===== src/rtl/dcache_if.sv =====
// dcache_if: CPU load/store port plus block-wide memory port of the data cache.
//   slave  (cache side): takes read/write/address/writedata and mem_readdata/mem_busywait,
//                        drives readdata/busywait and mem_read/mem_write/mem_address/mem_writedata.
//   master (CPU + memory side): the mirror image.
interface dcache_if #(
  parameter int ADDR_W = 8,
  parameter int DATA_W = 8,
  parameter int WORDS  = 4
);
  localparam int OFF_W = $clog2(WORDS);
  logic                    read;
  logic                    write;
  logic [ADDR_W-1:0]       address;
  logic [DATA_W-1:0]       writedata;
  logic [DATA_W-1:0]       readdata;
  logic                    busywait;
  logic                    mem_read;
  logic                    mem_write;
  logic [ADDR_W-OFF_W-1:0] mem_address;
  logic [DATA_W*WORDS-1:0] mem_writedata;
  logic [DATA_W*WORDS-1:0] mem_readdata;
  logic                    mem_busywait;
  modport slave (
    input  read, write, address, writedata, mem_readdata, mem_busywait,
    output readdata, busywait, mem_read, mem_write, mem_address, mem_writedata
  );
  modport master (
    output read, write, address, writedata, mem_readdata, mem_busywait,
    input  readdata, busywait, mem_read, mem_write, mem_address, mem_writedata
  );
endinterface


===== src/rtl/dcache_2way.sv =====
// dcache_2way: 2-way set-associative write-back/write-allocate data cache with per-set LRU.
//   clk_i, rst_ni (async, active-low); bus: dcache_if.slave (CPU port + block memory port);
//   hit_count_o / miss_count_o: saturating first-try hit and miss counters.
module dcache_2way #(
  parameter int ADDR_W = 8,
  parameter int DATA_W = 8,
  parameter int WORDS  = 4,
  parameter int SETS   = 4,
  parameter int CNT_W  = 16
) (
  input  logic             clk_i,
  input  logic             rst_ni,
  dcache_if.slave          bus,
  output logic [CNT_W-1:0] hit_count_o,
  output logic [CNT_W-1:0] miss_count_o
);
  localparam int OFF_W = $clog2(WORDS);
  localparam int IDX_W = $clog2(SETS);
  localparam int TAG_W = ADDR_W - IDX_W - OFF_W;
  localparam int BLK_W = DATA_W * WORDS;
  typedef enum logic [1:0] {IDLE, WRITEBACK, FETCH, UPDATE} state_t;
  state_t           state_q;
  logic [SETS-1:0]  valid_q [2];
  logic [SETS-1:0]  dirty_q [2];
  logic [SETS-1:0]  lru_q;
  logic [TAG_W-1:0] tag_q [2][SETS];
  logic [BLK_W-1:0] data_q [2][SETS];
  logic [BLK_W-1:0] fill_q;
  logic [TAG_W-1:0] vtag_q;
  logic             victim_q, replay_q, mem_read_q, mem_write_q;
  logic [CNT_W-1:0] hit_q, miss_q;
  logic [TAG_W-1:0] tag_a;
  logic [IDX_W-1:0] idx;
  logic [OFF_W-1:0] off;
  logic             req, hit0, hit1, hit, idle_hit, victim_d;
  assign tag_a    = bus.address[ADDR_W-1 -: TAG_W];
  assign idx      = bus.address[OFF_W +: IDX_W];
  assign off      = bus.address[OFF_W-1:0];
  assign req      = bus.read | bus.write;
  assign hit0     = valid_q[0][idx] && tag_q[0][idx] == tag_a;
  assign hit1     = valid_q[1][idx] && tag_q[1][idx] == tag_a;
  assign hit      = hit0 | hit1;
  assign idle_hit = state_q == IDLE && req && hit;
  // Fill an empty way before evicting anything; way 0 is preferred.
  assign victim_d = !valid_q[0][idx] ? 1'b0 : !valid_q[1][idx] ? 1'b1 : lru_q[idx];
  assign bus.busywait      = state_q != IDLE || (req && !hit);
  assign bus.readdata      = idle_hit && !bus.write ? data_q[hit1][idx][off*DATA_W +: DATA_W] : '0;
  assign bus.mem_read      = mem_read_q;
  assign bus.mem_write     = mem_write_q;
  assign bus.mem_address   = {mem_write_q ? vtag_q : tag_a, idx};
  assign bus.mem_writedata = data_q[victim_q][idx];
  assign hit_count_o       = hit_q;
  assign miss_count_o      = miss_q;
  always_ff @(posedge clk_i or negedge rst_ni) begin
    if (!rst_ni) begin
      state_q     <= IDLE;
      valid_q     <= '{default: '0};
      dirty_q     <= '{default: '0};
      lru_q       <= '0;
      replay_q    <= 1'b0;
      mem_read_q  <= 1'b0;
      mem_write_q <= 1'b0;
      hit_q       <= '0;
      miss_q      <= '0;
      victim_q    <= 1'b0;
      vtag_q      <= '0;
      fill_q      <= '0;
    end else begin
      case (state_q)
        IDLE: begin
          replay_q <= 1'b0;
          if (idle_hit) begin
            lru_q[idx] <= ~hit1;
            if (bus.write) dirty_q[hit1][idx] <= 1'b1;
            // The replayed access after a fill is not a first-try hit.
            if (!replay_q && ~&hit_q) hit_q <= hit_q + CNT_W'(1);
          end else if (req) begin
            victim_q <= victim_d;
            vtag_q   <= tag_q[victim_d][idx];
            if (~&miss_q) miss_q <= miss_q + CNT_W'(1);
            if (dirty_q[victim_d][idx]) begin
              state_q     <= WRITEBACK;
              mem_write_q <= 1'b1;
            end else begin
              state_q    <= FETCH;
              mem_read_q <= 1'b1;
            end
          end
        end
        WRITEBACK: if (!bus.mem_busywait) begin
          mem_write_q <= 1'b0;
          mem_read_q  <= 1'b1;
          state_q     <= FETCH;
        end
        FETCH: if (!bus.mem_busywait) begin
          mem_read_q <= 1'b0;
          fill_q     <= bus.mem_readdata;
          state_q    <= UPDATE;
        end
        UPDATE: begin
          valid_q[victim_q][idx] <= 1'b1;
          dirty_q[victim_q][idx] <= 1'b0;
          lru_q[idx]             <= ~victim_q;
          // Only flag a replay if the CPU is still waiting for this access.
          replay_q               <= req;
          state_q                <= IDLE;
        end
      endcase
    end
  end
  always_ff @(posedge clk_i) begin
    if (idle_hit && bus.write) data_q[hit1][idx][off*DATA_W +: DATA_W] <= bus.writedata;
    if (state_q == UPDATE) begin
      data_q[victim_q][idx] <= fill_q;
      tag_q[victim_q][idx]  <= tag_a;
    end
  end
endmodule


===== src/flat_wrapper.sv =====
// flat-port wrapper written by rule: the top's interface ports become plain ports
module dcache_2way_flat 
#(
  parameter int ADDR_W = 8,
  parameter int DATA_W = 8,
  parameter int WORDS  = 4,
  parameter int SETS   = 4,
  parameter int CNT_W  = 16
)
  (clk_i, rst_ni, hit_count_o, miss_count_o, bus_read, bus_write, bus_address, bus_writedata, bus_mem_readdata, bus_mem_busywait, bus_readdata, bus_busywait, bus_mem_read, bus_mem_write, bus_mem_address, bus_mem_writedata);
  dcache_if #(.ADDR_W(ADDR_W), .DATA_W(DATA_W), .WORDS(WORDS)) bus_i ();
  input  logic clk_i;
  input  logic rst_ni;
  output logic [CNT_W-1:0] hit_count_o;
  output logic [CNT_W-1:0] miss_count_o;
  input wire logic [$bits(bus_i.read)-1:0] bus_read;
  input wire logic [$bits(bus_i.write)-1:0] bus_write;
  input wire logic [$bits(bus_i.address)-1:0] bus_address;
  input wire logic [$bits(bus_i.writedata)-1:0] bus_writedata;
  input wire logic [$bits(bus_i.mem_readdata)-1:0] bus_mem_readdata;
  input wire logic [$bits(bus_i.mem_busywait)-1:0] bus_mem_busywait;
  output wire logic [$bits(bus_i.readdata)-1:0] bus_readdata;
  output wire logic [$bits(bus_i.busywait)-1:0] bus_busywait;
  output wire logic [$bits(bus_i.mem_read)-1:0] bus_mem_read;
  output wire logic [$bits(bus_i.mem_write)-1:0] bus_mem_write;
  output wire logic [$bits(bus_i.mem_address)-1:0] bus_mem_address;
  output wire logic [$bits(bus_i.mem_writedata)-1:0] bus_mem_writedata;
  assign bus_i.read = bus_read;
  assign bus_i.write = bus_write;
  assign bus_i.address = bus_address;
  assign bus_i.writedata = bus_writedata;
  assign bus_i.mem_readdata = bus_mem_readdata;
  assign bus_i.mem_busywait = bus_mem_busywait;
  assign bus_readdata = bus_i.readdata;
  assign bus_busywait = bus_i.busywait;
  assign bus_mem_read = bus_i.mem_read;
  assign bus_mem_write = bus_i.mem_write;
  assign bus_mem_address = bus_i.mem_address;
  assign bus_mem_writedata = bus_i.mem_writedata;
  dcache_2way #(.ADDR_W(ADDR_W), .DATA_W(DATA_W), .WORDS(WORDS), .SETS(SETS), .CNT_W(CNT_W)) u_core (.clk_i(clk_i), .rst_ni(rst_ni), .bus(bus_i), .hit_count_o(hit_count_o), .miss_count_o(miss_count_o));
endmodule

===== config.mk =====
export PLATFORM = sky130hd
export DESIGN_NAME = dcache_2way_flat
export DESIGN_NICKNAME = d
export VERILOG_FILES = /design/src/rtl/dcache_if.sv /design/src/rtl/dcache_2way.sv /design/src/flat_wrapper.sv
export SDC_FILE = /design/constraint.sdc
export NUM_CORES = 1
export LEC_CHECK = 0
export CAP_MARGIN = 20
export CORE_MARGIN = 3
export CORE_UTILIZATION = 47
export DETAILED_ROUTE_END_ITERATION = 10
export PLACE_DENSITY = 0.79
export RECOVER_POWER = 50
export SLEW_MARGIN = 40
export SYNTH_ARGS = -nofsm -noshare
export SYNTH_HDL_FRONTEND = slang
export SYNTH_SLANG_ARGS = --single-unit

===== constraint.sdc =====
create_clock -name clk_i -period 3.15 [get_ports clk_i]
set_input_delay 0.63 -clock clk_i [delete_from_list [all_inputs] [get_ports clk_i]]
set_output_delay 0.63 -clock clk_i [all_outputs]
set_load 0.05 [all_outputs]

==> metrics.md <==
| Metric | Value |
|---|---|
| Outcome | `finished, violations left` |
| Failing checks | `setup timing` |
| Largest net degree at the start of global routing | `96` |
| DP HPWL | `31630 microns` |
| Synth Flop Type | `edfxtp_1` |
| Share of layout cells above drive strength 1 | `0.3795` |
| Initial DRC Count | `1088` |
| Sequential share of the synthesized area | `0.6133` |
| Core Util, Final | `0.5963` |
| Cell Rows | `70` |
| Crit path cell chain | `mux4_2 > xnor2_2 > and4_4 > nand2_4 > mux4_2 > a22o_2 > buf_12` |
| Sequential cell area | `11000 sq um` |
| CP endpoint kind | `output port` |
| Worst setup SP type | `register` |
| ANT cells | `0` |
| Number of buffer cells added on primary ports | `133` |
| Pleak | `7.814 nW` |
| Clk_lat worst skew | `0.55 ns` |
| Rel. slew slack | `0.02833` |
| CP max stage delay | `0.52 ns` |
| CP Class | `reg2out` |
| Critical Path AT | `3.10 ns` |
| Hold Buf Count CTS | `0` |
| Max Buffers Root-to-Sink | `3` |
| CP max-delay cell | `mux4_2` |
| Worst vdd ir | `538.5 uV` |
| Seq pwr share | `0.406` |
| R2r startpoint | `u_core.tag_q[1][5]` |
| Worst path depth | `7` |
| Clk_skew | `0.02037 ns` |
| Die footprint | `40540 sq um` |
| Async set-reset flop share out of synthesis | `0.2461` |
| RSZ-0062 raised after global routing | `true` |
| Vias | `10810` |
| Mapped Area | `17940 sq um` |
| Width of the die | `201.4 microns` |
| Fillers | `2720` |
| Initial antenna violation count | `5` |
| Placed insts | `1698` |
| Final Net Count | `1304` |
| GRT Residual Overflow | `0` |
| Mapped Nets | `1077` |
| CP Max Fanout | `4` |
| Minimum clock period | `3.734 ns` |
| Buf+Inv Stages, Crit Path | `1` |
| Post-DR vias/cell | `6.095` |
| Final worst slack | `-0.5840 ns` |
| Hold Crit Class | `in2async` |
| Final Hold Fails | `0` |
| Final Non-Filler Cells | `1774` |
| Most frequent cells in the layout | `edfxtp_1 (288), mux4_2 (157), buf_4 (119)` |
| I/O pin cnt | `134` |
| Die Span Y | `201.4 microns` |
| PD cells | `761.5 nW/um^2` |
| Setup Slack @ Placement | `-0.4884 ns` |
| Reg-to-reg endpoint | `u_core.data_q[1][66]` |
| Drt total wl | `45550 microns` |
| Worst endpoint required time | `2.52 ns` |
| Worst R2R Path Depth | `10` |
| All-Layer GR Usage | `0.2255` |
| Post-route ant nets | `0` |
| Vias in the first global route | `11320` |
| Post-Synthesis Cells | `1013` |
| CP top delay family | `multiplexers` |
| Post-synth EDFFs | `288` |
| Max_cap viols | `0` |
| Yosys warnings | `0` |
| R2R Setup Slk | `0.31 ns` |
| Sw Pwr | `5.410 mW` |
| Period utilization | `1.185` |
| H-tree depth | `2` |
| Layout area overhead | `23.45%` |
| Gate power share | `0.317` |
| Fmax | `0.2678 GHz` |
| Reg clk slew, reported paths | `0.06 ns` |
| GPL Wtd Cong | `0.9038` |
| Drt drc | `0` |
| Switching Fraction | `0.3208` |
| # setup viols final | `9` |
| Count of final max-slew check failures | `0` |
| First-pass GRT wire length | `69700 microns` |
| Root buffer cell | `clkbuf_16` |
| CP most frequent cell | `mux4_2` |
| Internal power | `11.45 mW` |
| Seq cells post-synth | `382` |
| Detailed Routing Iterations Pass 1 | `6` |
| Slew @ Worst Pin | `1.458 ns` |
| Clk pwr share | `0.277` |
| Clk sinks | `382` |
| Commonest non-fill, non-tap cell in the layout | `edfxtp_1` |
| Routed WL per cell | `25.68 microns` |
| Starting Density | `0.4830` |
| CTS Buf Count | `41` |
| Area of the multi-input gates | `6730 sq um` |
| Syn_area_per_cell | `17.71 sq um` |
| Netlist cell types | `58` |
| Core area | `37140 sq um` |
| CTS tree | `done` |
registers in the layout, indices dropped and copies added (netlist names), 2 cells and up:
register             count
u_core.fill_q           32
u_core.tag_q            32
u_core.state_q           2
u_core.miss_count_o     16
u_core.lru_q             4
u_core.vtag_q            4
u_core.valid_q           8
u_core.dirty_q           8
u_core.hit_count_o      16
u_core.data_q          256
cell families after synthesis:
group           Yosys count  share of synthesized area
fa+ha+maj                11                   0.007673
mux                     234                     0.2451
buf+inv                  74                    0.01876
compound gates           93                    0.04255
simple gates            182                    0.05288
xor+xnor                 37                    0.01974
flops                   382                     0.6133
power by group through the flow:
stage / Combinational (mW) / Clock (mW) / Sequential [mW]
CTS: 5.36 / 4.74 / 6.83
global placement: 5.20 / 0 / 6.88
global route: 5.70 / 4.94 / 6.91
finish: 5.35 / 4.67 / 6.84
detailed placement: 5.31 / 0 / 6.92
floorplan: 3.44 / 0 / 6.93
cell usage after synthesis, types with 14 or more instances:
cell      instances  share of area
nor2_1           53          0.011
nor4_1           14         0.0049
a22o_1           40          0.020
clkbuf_1         22         0.0046
mux4_2          157           0.20
nand2_1          35         0.0073
nand3_1          21         0.0059
buf_2            23         0.0064
dfrtp_1          94           0.13
mux2_2           69          0.043
edfxtp_1        288           0.48
xnor2_1          21          0.010
worst max path at each step:
stage / from / endpoint / slack, ns
after floorplan: bus_address[2] / bus_readdata[1] / -0.25
after global placement: bus_address[2] / bus_readdata[4] / -0.45
after detailed placement: bus_address[2] / bus_readdata[7] / -0.49
after CTS: u_core.tag_q[1][5] / bus_readdata[7] / -0.61
after global routing: u_core.tag_q[1][5] / bus_readdata[1] / -0.65
final: u_core.tag_q[1][5] / bus_readdata[3] / -0.58
repair_timing:
action	in CTS	in global routing
cloned	2	0
endpoints found under the setup margin	9	10
pin swaps	5	0
endpoints found under the hold margin	0	0
gates resized for setup	2	5
setup buffers	1	0
final cells by class:
class                   instances  share of cell area
clock buffers                  51             0.04944
repair buffers                244              0.1095
multi-input cells             559              0.3039
inverters                      12            0.002034
clock inverters                22            0.009663
flip-flops and latches        382              0.4970
well taps                     504             0.02848
per-layer routing:
metal / vias to the layer above / wire [microns] / track usage / part of all wire
met2: 560 / 22420 / 0.3708 / 0.49
met3: 91 / 4266 / 0.05048 / 0.094
met1: 5529 / 17610 / 0.3082 / 0.39
li1: 4623 / - / - / -
met5: - / 69 / 0 / 0.0015
met4: 10 / 1185 / 0.06080 / 0.026
per-stage QoR:
stage	hold slack [ns]	TNS (ns)	total power, mW	instance area (sq um)
global route	0.4867	-5.389	17.55	22140
global placement	0.4510	-26.40	12.08	20780
detailed placement	0.4519	-38.83	12.23	20780
CTS	0.1793	-4.788	16.94	22130
finish	0.4358	-4.765	16.86	22140
floorplan	0.3344	-1.866	10.36	18030
(Power assumes the default switching activity.)
